$ cat src/rtl/level_step_arbiter_pkg.sv
// Shared types and constants for the level step arbiter.
package level_step_arbiter_pkg;

    typedef enum logic {
        IDLE = 1'b0,
        HOLD = 1'b1
    } state_t;

    typedef enum logic [1:0] {
        NONE = 2'd0,
        UP   = 2'd1,
        DN   = 2'd2
    } req_t;

    localparam logic [1:0] LEVEL_MAX = 2'd3;

    // One-deep request slot: keeps an existing request, otherwise takes a
    // single up or down edge; an up and down edge together cancel out.
    function automatic req_t capture_req(input req_t cur, input logic up, input logic dn);
        if (cur != NONE) begin
            return cur;
        end else if (up && !dn) begin
            return UP;
        end else if (dn && !up) begin
            return DN;
        end else begin
            return NONE;
        end
    endfunction

endpackage

$ cat src/rtl/level_step_arbiter_rise_edge.sv
// Rising-edge detector for a clk-synchronous button level.
// The delay register resets to 1 so a button held through reset gives no edge.
module rise_edge
    import level_step_arbiter_pkg::*;
(
    input  logic clk,
    input  logic rst_n,
    input  logic sig,
    output logic rise
);

    logic dly;

    // Previous-cycle copy of the button.
    always_ff @(posedge clk) begin
        if (!rst_n) begin
            dly <= 1'b1;
        end else begin
            dly <= sig;
        end
    end

    assign rise = sig & ~dly;

endmodule

$ cat src/rtl/level_step_arbiter.sv
// Two-requester arbiter stepping a shared 0..3 level up or down.
// Each grant is followed by a lockout of HOLD_CYCLES cycles; requests that
// arrive meanwhile are queued one-deep per requester and served round-robin.
module level_step_arbiter
    import level_step_arbiter_pkg::*;
#(
    parameter int unsigned HOLD_CYCLES = 4
) (
    input  logic       clk,
    input  logic       rst_n,
    input  logic       a_up,
    input  logic       a_dn,
    input  logic       b_up,
    input  logic       b_dn,
    output logic [1:0] level,
    output logic       ack_a,
    output logic       ack_b,
    output logic       sat,
    output logic       busy
);

    // Counter counts down from HOLD_CYCLES-1 to 0, giving HOLD_CYCLES cycles in HOLD.
    localparam logic [3:0] HOLD_LOAD = 4'(HOLD_CYCLES - 1);

    logic       a_up_rise, a_dn_rise, b_up_rise, b_dn_rise;

    state_t     state, state_next;
    req_t       pend_a, pend_a_next;
    req_t       pend_b, pend_b_next;
    logic       prio_b, prio_b_next;
    logic [3:0] hold_cnt, hold_cnt_next;
    logic [1:0] level_next;
    logic       ack_a_next, ack_b_next, sat_next;
    logic       grant_a, grant_b;
    req_t       grant_req;
    logic [2:0] stepped;

    // Returns {clipped, new_level}; a clipped step keeps the level unchanged.
    function automatic logic [2:0] sat_step(input logic [1:0] lvl, input req_t req);
        case (req)
            UP: begin
                if (lvl == LEVEL_MAX) return {1'b1, lvl};
                else                  return {1'b0, lvl + 2'd1};
            end
            DN: begin
                if (lvl == 2'd0) return {1'b1, lvl};
                else             return {1'b0, lvl - 2'd1};
            end
            default: return {1'b0, lvl};
        endcase
    endfunction

    rise_edge u_a_up (.clk(clk), .rst_n(rst_n), .sig(a_up), .rise(a_up_rise));
    rise_edge u_a_dn (.clk(clk), .rst_n(rst_n), .sig(a_dn), .rise(a_dn_rise));
    rise_edge u_b_up (.clk(clk), .rst_n(rst_n), .sig(b_up), .rise(b_up_rise));
    rise_edge u_b_dn (.clk(clk), .rst_n(rst_n), .sig(b_dn), .rise(b_dn_rise));

    // Arbitration, level stepping, hold timing and pending-slot update.
    always_comb begin
        state_next    = state;
        hold_cnt_next = hold_cnt;
        prio_b_next   = prio_b;
        level_next    = level;
        ack_a_next    = 1'b0;
        ack_b_next    = 1'b0;
        sat_next      = 1'b0;
        grant_a       = 1'b0;
        grant_b       = 1'b0;
        grant_req     = NONE;
        stepped       = {1'b0, level};

        case (state)
            IDLE: begin
                if (pend_a != NONE && (pend_b == NONE || !prio_b)) begin
                    grant_a = 1'b1;
                end else if (pend_b != NONE) begin
                    grant_b = 1'b1;
                end
                if (grant_a || grant_b) begin
                    grant_req     = grant_a ? pend_a : pend_b;
                    stepped       = sat_step(level, grant_req);
                    level_next    = stepped[1:0];
                    sat_next      = stepped[2];
                    ack_a_next    = grant_a;
                    ack_b_next    = grant_b;
                    // The requester just served loses priority to the other.
                    prio_b_next   = grant_a;
                    state_next    = HOLD;
                    hold_cnt_next = HOLD_LOAD;
                end
            end
            HOLD: begin
                if (hold_cnt == 4'd0) begin
                    state_next = IDLE;
                end else begin
                    hold_cnt_next = hold_cnt - 4'd1;
                end
            end
            default: begin
                state_next = IDLE;
            end
        endcase

        // A slot being granted this cycle is still occupied, so a new edge
        // in the same cycle is dropped rather than queued.
        pend_a_next = grant_a ? NONE : capture_req(pend_a, a_up_rise, a_dn_rise);
        pend_b_next = grant_b ? NONE : capture_req(pend_b, b_up_rise, b_dn_rise);
    end

    // State, pending slots, pointer, level and grant pulses.
    always_ff @(posedge clk) begin
        if (!rst_n) begin
            state    <= IDLE;
            hold_cnt <= 4'd0;
            pend_a   <= NONE;
            pend_b   <= NONE;
            prio_b   <= 1'b0;
            level    <= 2'd0;
            ack_a    <= 1'b0;
            ack_b    <= 1'b0;
            sat      <= 1'b0;
        end else begin
            state    <= state_next;
            hold_cnt <= hold_cnt_next;
            pend_a   <= pend_a_next;
            pend_b   <= pend_b_next;
            prio_b   <= prio_b_next;
            level    <= level_next;
            ack_a    <= ack_a_next;
            ack_b    <= ack_b_next;
            sat      <= sat_next;
        end
    end

    assign busy = (state == HOLD);

endmodule

$ cat config.mk
export PLATFORM = sky130hd
export DESIGN_NAME = level_step_arbiter
export DESIGN_NICKNAME = d
export VERILOG_FILES = /design/src/rtl/level_step_arbiter_pkg.sv /design/src/rtl/level_step_arbiter_rise_edge.sv /design/src/rtl/level_step_arbiter.sv
export SDC_FILE = /design/constraint.sdc
export NUM_CORES = 1
export LEC_CHECK = 0
export BUFFER_PORTS_ARGS = -buffer_cell sky130_fd_sc_hd__buf_2
export CAP_MARGIN = 5
export CELL_PAD_IN_SITES_DETAIL_PLACEMENT = 1
export CELL_PAD_IN_SITES_GLOBAL_PLACEMENT = 2
export CORE_MARGIN = 2
export CORE_UTILIZATION = 34
export CTS_CLUSTER_DIAMETER = 30
export CTS_CLUSTER_SIZE = 40
export DETAILED_ROUTE_END_ITERATION = 8
export GPL_TIMING_DRIVEN = 0
export PLACE_DENSITY_LB_ADDON = 0.08
export SYNTH_ARGS = -nofsm -noshare
export SYNTH_HDL_FRONTEND = slang
export SYNTH_SLANG_ARGS = --single-unit
$ cat constraint.sdc
create_clock -name clk -period 2.1 [get_ports clk]
set_clock_uncertainty 0.05 [all_clocks]
set_input_delay 0.42 -clock clk [delete_from_list [all_inputs] [get_ports clk]]
set_output_delay 0.42 -clock clk [all_outputs]
set_load 0.02 [all_outputs]
* After elaboration in Yosys (flattened, before gate mapping)
Index checks and enable logic that the tools add are counted.
** Cells by class
- Add/subtract/negate cells :: 3
- Equality and inequality tests :: 7
- Mux-type cells :: 21
- Bitwise gates (word level) :: 11
- Reduce and logical (&&, ||, !) cells :: 24
** Operators by type and width (number)
- 2-to-1 mux 2 bit :: 5
- 2-to-1 mux 1 bit :: 9
- 2-to-1 mux 4 bit :: 2
- inequality test 2 bit (second input constant) :: 4
- one-hot mux 4 bit (2 select lines) :: 1
- inverter 1 bit :: 7
- 2-to-1 mux 3 bit :: 2
- one-hot mux 3 bit (2 select lines) :: 1
- nonzero test 2 bit :: 3
- logical AND 1 bit :: 5
- logical NOT 1 bit :: 5
- AND reduction 5 bit :: 1
- AND 1 bit :: 4
- equality test 2 bit (second input constant) :: 2
- logical NOT 2 bit :: 2
- logical NOT 4 bit :: 1
- AND reduction 2 bit :: 2
- OR reduction 2 bit :: 2
- subtractor 4 x 1 -> 4 bit (second input constant) :: 1
- OR reduction 3 bit :: 1
- adder 2 x 1 -> 2 bit (second input constant) :: 1
- equality test 2 x 1 -> 1 bit (second input constant) :: 1
- logical OR 1 bit :: 2
- one-hot mux 1 bit (2 select lines) :: 1
- subtractor 2 x 1 -> 2 bit (second input constant) :: 1
** Word-level totals
- Register bits :: 19
- Input bits :: 6
- Output and inout port bits :: 6

* Logic depth before layout (Yosys ltp)
Gate-level depths: netlist (run 1).
- Word-level depth :: 9
- Gate-level depth with buffers :: 7
- Depth with buffers taken out :: 7

* Cells and area by module
A second synthesis (run 1) with hierarchy kept.
** Unflattened totals
- Cells, all modules :: 104
- Area total of the unflattened synthesis :: 964.7 um2
** By module, submodules not included
- level_step_arbiter :: instances 1, cells each 92, area an instance 804.5 um2
- rise_edge :: instances 4, cells each 3, area an instance 40.0 um2

* Least setup slack after synthesis (run 1)
No wires, ideal clock.
- Kind :: register to register
- From :: reg pend_b[1]
- To :: reg level[0]
- Setup time :: 0.091 ns
- Arrival :: 1.577 ns
- Slack :: 0.382 ns
- Stages on the path, launching flop included :: 8
- Path buffers :: 0
- Path through :: dfxtp_1 > nand2_1 > a21oi_1 > a21oi_1 > ha_1 > a22oi_1 > a31oi_1 > a311oi_1
** Between the ends
- Longest elaborated chain between the ends :: 9
** RTL lines
- from (decl) :: line level_step_arbiter.sv:29 : req_t pend_b, pend_b_next;
- from (signal assigned) :: line level_step_arbiter.sv:126 : pend_b <= pend_b_next;
- logical NOT 2 bit :: line level_step_arbiter.sv:74 : if (pend_a != NONE && (pend_b == NONE || !prio_b)) begin
- logical OR 1 bit :: line level_step_arbiter.sv:74
- logical AND 1 bit :: line level_step_arbiter.sv:74
- 2-to-1 mux 1 bit :: line level_step_arbiter.sv:74
- 2-to-1 mux 1 bit :: line level_step_arbiter.sv:72 : case (state)
- 2-to-1 mux 2 bit :: line level_step_arbiter.sv:80 : grant_req = grant_a ? pend_a : pend_b;
- equality test 2 bit / equality test 2 x 1 -> 1 bit (equally long branches) :: line level_step_arbiter.sv:40 : case (req)
- inequality test 2 bit (no source line) / nonzero test 2 bit (equally long branches)
- AND reduction 5 bit (no source line)
- to (signal assigned) :: line level_step_arbiter.sv:128 : level <= level_next;
- to (decl) :: line level_step_arbiter.sv:15 : output logic [1:0] level,
Several ways; a longest one is shown, not always the timed one. The select of a mux whose other input is x is not followed.
A chain may end at the register's enable or synchronous reset.

* Worst setup path in the final report (run 1)
- From :: reg pend_b[0]
- To :: reg level[0]
The elaborated chain is that of the path after synthesis.

==> flow_summary.json, run 1 <==
{
  "die_h_um": 56.7,
  "cts_buffer_depth": 2,
  "track_usage": 0.136,
  "fp.coreArea_um2": 2690,
  "viasPerCell": 5.32,
  "grt_antenna_before_repair": 0,
  "synth_commonest_cells": "dfxtp_1 (19), nor2_1 (7), a21oi_1 (6), ha_1 (6), nor3b_1 (6)",
  "fin_nets": 128,
  "setup_viol": 0,
  "crit_path_max_fanout": 8,
  "cts_tree": "yes",
  "drc": 0,
  "p_int_w": 0.000553,
  "power_leakage_nw": 0.445,
  "start_util": 0.351,
  "fp.dieArea_um2": 3210,
  "vdd_ir_drop_max_mv": 0.330,
  "synth_edf_count": 0,
  "drt_iter0_drc": 11,
  "postCtsResizedCells": 0,
  "synth_top_area_cell": "dfxtp_1",
  "final_max_slew_viol_count": 0,
  "cts_hold_buf": 0,
  "ys_seq_elements": 19,
  "p_switching_w": 0.000265,
  "seq_power_share": 0.515,
  "antenna_cells": 0,
  "synth_area_um2": 943,
  "grt_overflow": 0,
  "worstSetupPathType": "flop to flop",
  "final_layout_size_suffix_gt1_frac": 0.209,
  "die_w_um": 56.7,
  "yosys_warnings": 0,
  "first_pass_iters": 4,
  "worstSetupEndpointType": "flop",
  "synth_fp_nets": 112,
  "grt_pass1_wl_um": 3320,
  "p_per_area_nw_per_um2": 768,
  "status": "finished clean",
  "io_pins": 12,
  "synth_top_area_share": 0.403,
  "yosysMostFrequentCell": "dfxtp_1",
  "fin_hold_ws_ps": 247,
  "async_flop_share": 0,
  "wirelength_um": 2070,
  "ant_nets": 0,
  "worstPathArrival_ps": 2120,
  "ys_types": 35,
  "insertion_delay_ps": 300,
  "rsz0062_at_grt": "no",
  "post_cts_buffers": 0,
  "clock_power_share": 0.236,
  "grt_pass1_vias": 723,
  "required_ps": 2270,
  "root_buffer": "clkbuf_4",
  "clkTransAtPathRegs_ps": 120,
  "synth.avg_cell_area_um2": 9.43,
  "netlist_instances": 100,
  "wl_per_cell_um": 14.1,
  "fmax_mhz": 512,
  "htreeDepth": 1,
  "max-slew-margin-rel": 0.693,
  "synth_flop_cell": "dfxtp_1",
  "vias": 777,
  "std_cell_rows": 19,
  "dpl_cell_area_um2": 1040,
  "dpl.hpwl_um": 1520,
  "tightest_slew_ps": 460,
  "globalplace.congestion": 0.732,
  "ys_seq_area_frac": 0.403,
  "maxCapViolations": 0,
  "area_growth_pct": 13.0,
  "crit_path_start_kind": "flop",
  "ys_top_cells_by_area": "dfxtp_1 (40%), ha_1 (8.0%), nor3b_1 (4.8%)",
  "fin_crit_sh": 0.931,
  "grt_max_degree": 12,
  "hp-class": "input pin to flop",
  "setup-tns-final_ps": 0,
  "min_period_ps": 1950,
  "cts_buffers": 3,
  "pwr-share-comb": 0.249,
  "io_buffer_count": 11,
  "finish.instance_area_um2": 1070,
  "cts.sinks": 19,
  "hold_violations": 0,
  "p_sw_frac": 0.324
}
[final cells by class]
class	count	area, µm²
Clock buffer	3	22.5
Clock inverter	1	5.00
Tap cell	31	38.8
Inverter	5	18.8
Multi-Input combinational cell	72	524
Timing Repair Buffer	11	55.1
Fill cell	328	1620
Buffer	4	20.0
Sequential cell	19	382
[sequential cells by signal (all words and copies together) (netlist names)]
| register | cells |
|---|---|
| level | 2 |
| ack_b | 1 |
| u_b_dn.dly | 1 |
| prio_b | 1 |
| pend_b | 2 |
| busy | 1 |
| u_b_up.dly | 1 |
| sat | 1 |
| u_a_up.dly | 1 |
| hold_cnt | 4 |
| pend_a | 2 |
| ack_a | 1 |
| u_a_dn.dly | 1 |
[placed cells by master (no fill, tap or decap), drive strengths merged, types with 2 or more instances in the layout]
cell and count:
dfxtp 19, inv 5, o211a 2, o21ai 4, nand2b 5, nand2 4, a22oi 2, nor2 7
a311oi 2, nor3b 6, buf 13, o221a 2, ha 6, nor2b 4, a21oi 6, a21o 2
clkbuf 5, or3b 2, nor3 2, a31oi 3, nand3 2
[layer usage]
| metal | track usage | up-vias | routed length [µm] |
|---|---|---|---|
| met3 | 0.0207 | 4 | 48 |
| met1 | 0.182 | 367 | 1040 |
| met5 | 0 | - | 0 |
| met2 | 0.201 | 8 | 932 |
| li1 | - | 398 | - |
| met4 | 0.0918 | 0 | 45 |
[power by group through the flow]
| stage | Sequential [W] | Clock (W) | Combinational (W) |
|---|---|---|---|
| global placement | 0.000429 | 0 | 0.000200 |
| CTS | 0.000422 | 0.000204 | 0.000206 |
| floorplan | 0.000432 | 0 | 0.000147 |
| global route | 0.000427 | 0.000217 | 0.000229 |
| detailed placement | 0.000431 | 0 | 0.000206 |
| finish | 0.000422 | 0.000193 | 0.000204 |
[path summary, 6_finish.rpt]
| kind | cells past startpoint | end | slack [ps] | startpoint |
|---|---|---|---|---|
| max | 7 | level[0] | 150 | pend_b[0] |
| min reg2reg | 2 | hold_cnt[2] | 490 | hold_cnt[2] |
| max reg2reg | 7 | level[0] | 150 | pend_b[0] |
| min | 2 | u_a_up.dly | 250 | a_up |
[critical path, stage by stage, from the launching register on]
cell,delay [ps]
dfxtp_1,540
nand2_1,90
a21oi_1,230
a21oi_1,80
ha_1,220
a22oi_1,280
a31oi_1,130
a311oi_1,250
[kinds of logic (layout without fill, tap and decap cells)]
logic type      after synthesis  in the layout  share of synthesized area
simple gates                 37             37                      0.257
buf+inv                       9             24                     0.0411
fa+ha+maj                     6              6                     0.0796
compound gates               29             29                      0.219
flops                        19             19                      0.403
[metrics by stage]
stage | setup WS [ps] | total power [W] | util | cells
floorplan | 382 | 0.000579 | - | 100
global placement | 157 | 0.000629 | 0.386 | 142
detailed placement | 122 | 0.000636 | 0.386 | 142
CTS | 92.1 | 0.000832 | 0.396 | 146
global route | 3.86 | 0.000874 | 0.397 | 146
finish | 146 | 0.000818 | 0.397 | 146
Power figures use the tool's default switching activity.
==> run 2: changes to the inputs <==
CORE_ASPECT_RATIO = 1.4   (was not set)
==> run 2 against run 1 <==
Global-route usage rose by 1.3 points. Routed wire length decreased by 1.4%. Hold slack improved by 9.1 ps. Clock power barely moved. Combinational power hardly changed. Critical path depth did not move. First-iteration DRC count grew 9.1%.
==> flow_summary.json, run 2 (same netlist as run 1, synthesis figures left out) <==
{
  "status": "finished clean",
  "track_usage": 0.149,
  "largest_reg_flops": 4,
  "fin_crit_sh": 0.869,
  "hold_start": "a_dn",
  "required_ps": 2260,
  "crit_path_max_fanout": 9,
  "instances_no_fill": 151,
  "cts_buffers": 3,
  "wirelength_um": 2040,
  "area_growth_pct": 14.6,
  "min_period_ps": 1820,
  "fin_nets": 128,
  "cts_tree": "yes",
  "worstHoldPathCells": 2,
  "vdd_ir_drop_max_mv": 0.385,
  "hp-class": "input pin to flop",
  "insertion_delay_ps": 300,
  "crit_chain": "buf_2, a21oi_1, a21o_1, ha_1, a22oi_2, a31oi_1, a311oi_1",
  "mostFrequentLayoutCell": "dfxtp_1",
  "grt_pass1_wl_um": 3700,
  "start_util": 0.357,
  "hold_violations": 0,
  "power_leakage_nw": 0.442,
  "grt_antenna_before_repair": 0,
  "vias": 787,
  "worstPathArrival_ps": 1980,
  "io_pins": 12,
  "drt_iter0_drc": 12,
  "root_buffer": "clkbuf_4",
  "globalplace.congestion": 0.724,
  "std_cell_rows": 22,
  "rsz0062_at_grt": "no",
  "viasPerCell": 5.21,
  "grt_overflow": 0,
  "p_per_area_nw_per_um2": 757,
  "reg2reg_to": "level[1]",
  "timing.rr.start": "pend_a[1]",
  "layout_common_cells": "dfxtp_1 (17), buf_2 (12), nor2_1 (7)",
  "fmax_mhz": 548,
  "whs_endpoint": "u_a_dn.dly",
  "die_w_um": 48.5,
  "grt_max_degree": 13,
  "antenna_cells": 0,
  "wl_per_cell_um": 13.5,
  "grt_pass1_vias": 844,
  "tightest_slew_ps": 448,
  "largest-register": "hold_cnt",
  "crit_path_start_kind": "flop",
  "final.fill_count": 345,
  "final_layout_size_suffix_gt1_frac": 0.226,
  "cts.sinks": 19,
  "die_h_um": 66.3,
  "critPathBufInv": 1,
  "ant_nets": 0,
  "fp.dieArea_um2": 3220,
  "worstSetupEndpointType": "flop",
  "final_max_slew_viol_count": 0,
  "drc": 0,
  "dpl.hpwl_um": 1590,
  "worst_r2r_path_depth": 7,
  "cp_slowest_cell": "dfxtp_1",
  "first_pass_iters": 4,
  "clkTransAtPathRegs_ps": 120,
  "r2r_setup_slack_ps": 280,
  "max_stage_delay_ps": 330,
  "worstSetupPathType": "flop to flop",
  "io_buffer_count": 11,
  "cts_buffer_depth": 2,
  "max-slew-margin-rel": 0.701,
  "maxCapViolations": 0,
  "setup-tns-final_ps": 0,
  "htreeDepth": 1,
  "cp_top_family": "compound AO/OA/AOI/OAI gates",
  "fp.coreArea_um2": 2640,
  "dp_cells": 147,
  "setup_viol": 0,
  "cts_hold_buf": 0
}
[run 2: cell types whose count changed in the layout (fill, tap and decap cells not counted), sizes merged]
cell and delta:
clkinvlp +1, clkinv -1
[run 2: worst max path at each step]
stage / start / end / cells past startpoint
after floorplan: pend_b[1] / level[0] / 7
after global placement: pend_b[1] / level[1] / 7
after detailed placement: pend_b[1] / level[0] / 7
after CTS: pend_b[1] / level[0] / 7
after global routing: prio_b / level[0] / 7
final: pend_a[1] / level[1] / 7
[run 2: routing by layer]
layer	routed length, µm	global-route usage	up-vias
li1	-	-	398
met1	869	0.162	385
met2	1130	0.278	2
met3	19	0.0204	2
met4	21	0.0857	0
met5	0	0	-
[run 2: through the flow]
step           hold WS [ps]  cell area, µm²  setup slack, ps  total power [W]  utilization
2_1_floorplan           426             943              382         0.000579            -
3_3_place_gp            454            1040              161         0.000628        0.395
3_5_place_dp            465            1040              114         0.000637        0.395
4_1_cts                 243            1070             70.0         0.000831        0.406
5_1_grt                 235            1080             48.0         0.000885        0.409
6_report                256            1080              276         0.000818        0.409
[run 2: layout make-up]
class | count | area, µm² | share of cell area
Clock inverter | 1 | 7.51 | 0.00694
Multi-Input combinational cell | 72 | 529 | 0.490
Buffer | 4 | 20.0 | 0.0185
Clock buffer | 3 | 22.5 | 0.0208
Inverter | 5 | 18.8 | 0.0174
Timing Repair Buffer | 11 | 55.1 | 0.0509
Tap cell | 36 | 45.0 | 0.0417
Sequential cell | 19 | 383 | 0.354
[run 2: report_power, final]
group          total [W]  internal, W  leakage [nW]  switching, W
sequential      0.000422     0.000390         0.157     0.0000320
clock           0.000190    0.0000725        0.0139      0.000118
combinational   0.000206    0.0000936         0.271      0.000113
[run 2: repair_timing]
item	CTS	global route
buffers inserted	0	0
resized for setup	0	3
setup endpoints to repair	0	2
==> run 3: changes to the inputs <==
CELL_PAD_IN_SITES_DETAIL_PLACEMENT = 0   (was 1)
CELL_PAD_IN_SITES_GLOBAL_PLACEMENT = 1   (was 2)
CORE_UTILIZATION = 42   (was 34)
==> run 3 against run 2 <==
Non-clock buffer count unchanged. Die area fell by 18%. Sequential cell count stayed put. Critical path depth unchanged. Core utilization rose by 8.2 points. Sequential power hardly changed. Setup slack lost 45 ps. Count of clock-buffer cells in the layout unchanged. Hold slack gained 3.1 ps. Global-route usage up 0.58 points.
==> flow_summary.json, run 3 (same netlist as run 1, synthesis figures left out) <==
{
  "root_buffer": "clkbuf_4",
  "viasPerCell": 5.69,
  "whs_endpoint": "u_b_up.dly",
  "vias": 780,
  "final.fill_count": 222,
  "grt_antenna_before_repair": 0,
  "grt_max_degree": 12,
  "globalplace.congestion": 0.744,
  "wirelength_um": 1770,
  "cp_top_family": "compound AO/OA/AOI/OAI gates",
  "fin_nets": 128,
  "worstHoldPathCells": 2,
  "grt_overflow": 0,
  "tightest_slew_ps": 410,
  "grt_pass1_vias": 724,
  "fmax_mhz": 535,
  "p_per_area_nw_per_um2": 757,
  "crit_path_start_kind": "flop",
  "r2r_setup_slack_ps": 230,
  "setup_viol": 0,
  "worstSetupPathType": "flop to flop",
  "hp-class": "input pin to flop",
  "largest_reg_flops": 4,
  "final_max_slew_viol_count": 0,
  "worst_r2r_path_depth": 7,
  "std_cell_rows": 20,
  "startpoint": "prio_b",
  "timing.rr.start": "prio_b",
  "crit_path_max_fanout": 7,
  "start_util": 0.438,
  "mostFrequentLayoutCell": "dfxtp_1",
  "cts_buffers": 3,
  "fin_crit_sh": 0.890,
  "critPathBufInv": 0,
  "first_pass_iters": 4,
  "cts_buffer_depth": 2,
  "largest-register": "hold_cnt",
  "die_h_um": 60.1,
  "io_pins": 12,
  "area_growth_pct": 11.9,
  "setup-tns-final_ps": 0,
  "antenna_cells": 0,
  "final_layout_size_suffix_gt1_frac": 0.217,
  "grt_pass1_wl_um": 3030,
  "max-slew-margin-rel": 0.727,
  "insertion_delay_ps": 290,
  "rsz0062_at_grt": "no",
  "clkTransAtPathRegs_ps": 110,
  "ant_nets": 0,
  "power_leakage_nw": 0.445,
  "hold_start": "b_up",
  "hold_violations": 0,
  "dp_cells": 133,
  "maxCapViolations": 0,
  "worstPathArrival_ps": 2020,
  "die_w_um": 44.1,
  "drt_iter0_drc": 17,
  "status": "finished clean",
  "wl_per_cell_um": 12.9,
  "crit_top_cell": "a21oi_1",
  "fp.coreArea_um2": 2150,
  "required_ps": 2260,
  "crit_chain": "nand2_1, a21oi_1, a21oi_1, ha_1, a22oi_1, a31oi_1, a311oi_1",
  "layout_common_cells": "dfxtp_1 (17), buf_2 (12), nor2_1 (7)",
  "fp.dieArea_um2": 2650,
  "cts_hold_buf": 0,
  "drc": 0,
  "cts.sinks": 19,
  "min_period_ps": 1870,
  "cts_tree": "yes",
  "cp_slowest_cell": "dfxtp_1",
  "reg2reg_to": "level[0]",
  "max_stage_delay_ps": 470,
  "dpl.hpwl_um": 1290,
  "worstSetupEndpointType": "flop",
  "vdd_ir_drop_max_mv": 0.346,
  "htreeDepth": 1,
  "track_usage": 0.155,
  "instances_no_fill": 137,
  "io_buffer_count": 11
}
-- run 3: where the power goes --
group / total [W] / switching [W] / leakage (nW) / internal [W]
Combinational: 0.000198 / 0.000106 / 0.271 / 0.0000921
Clock: 0.000181 / 0.000110 / 0.0177 / 0.0000708
Sequential: 0.000421 / 0.0000311 / 0.157 / 0.000390
Total: 0.000800 / 0.000247 / 0.445 / 0.000553
-- run 3: timing repair --
item / in CTS / in global routing
gates resized for setup: 0 / 2
endpoints found under the setup margin: 0 / 2
endpoints found under the hold margin: 0 / 0
buffers inserted: 0 / 0
-- run 3: layout make-up --
class | instances | area, µm² | share of cell area
well taps | 22 | 27.5 | 0.0261
inverters | 5 | 18.8 | 0.0178
flip-flops and latches | 19 | 383 | 0.363
multi-input cells | 72 | 524 | 0.496
repair buffers | 11 | 55.1 | 0.0521
clock inverters | 1 | 5.00 | 0.00474
clock buffers | 3 | 22.5 | 0.0213
plain buffers | 4 | 20.0 | 0.0190
-- run 3: per-stage QoR --
| step | instance area, µm² | hold slack, ps | power, W | setup WS (ps) | utilization |
|---|---|---|---|---|---|
| finish | 1060 | 259 | 0.000800 | 231 | 0.491 |
| global route | 1060 | 260 | 0.000856 | 65.2 | 0.491 |
| CTS | 1050 | 256 | 0.000809 | 118 | 0.490 |
| detailed placement | 1030 | 457 | 0.000627 | 150 | 0.477 |
| global placement | 1030 | 449 | 0.000623 | 181 | 0.477 |
| floorplan | 943 | 426 | 0.000579 | 382 | - |
-- run 3: worst reg2reg max path, stage by stage, from the launching register on --
cell and delay, ps:
dfxtp_1 470, nand2_1 80, a21oi_1 190, a21oi_1 70, ha_1 230, a22oi_1 330
a31oi_1 130, a311oi_1 250
-- run 3: per-layer routing --
metal	wire [µm]	vias to the layer above	global-route usage
li1	-	397	-
met3	53	2	0.0181
met4	21	0	0.0909
met5	0	-	0
met2	842	11	0.244
met1	851	370	0.202
-- run 3: worst max-delay path by stage --
stage | to | slack (ps) | cells after the start
after floorplan | level[0] | 380 | 7
after global placement | level[1] | 180 | 7
after detailed placement | level[0] | 150 | 7
after CTS | level[0] | 120 | 7
after global routing | level[0] | 70 | 7
final | level[0] | 230 | 7
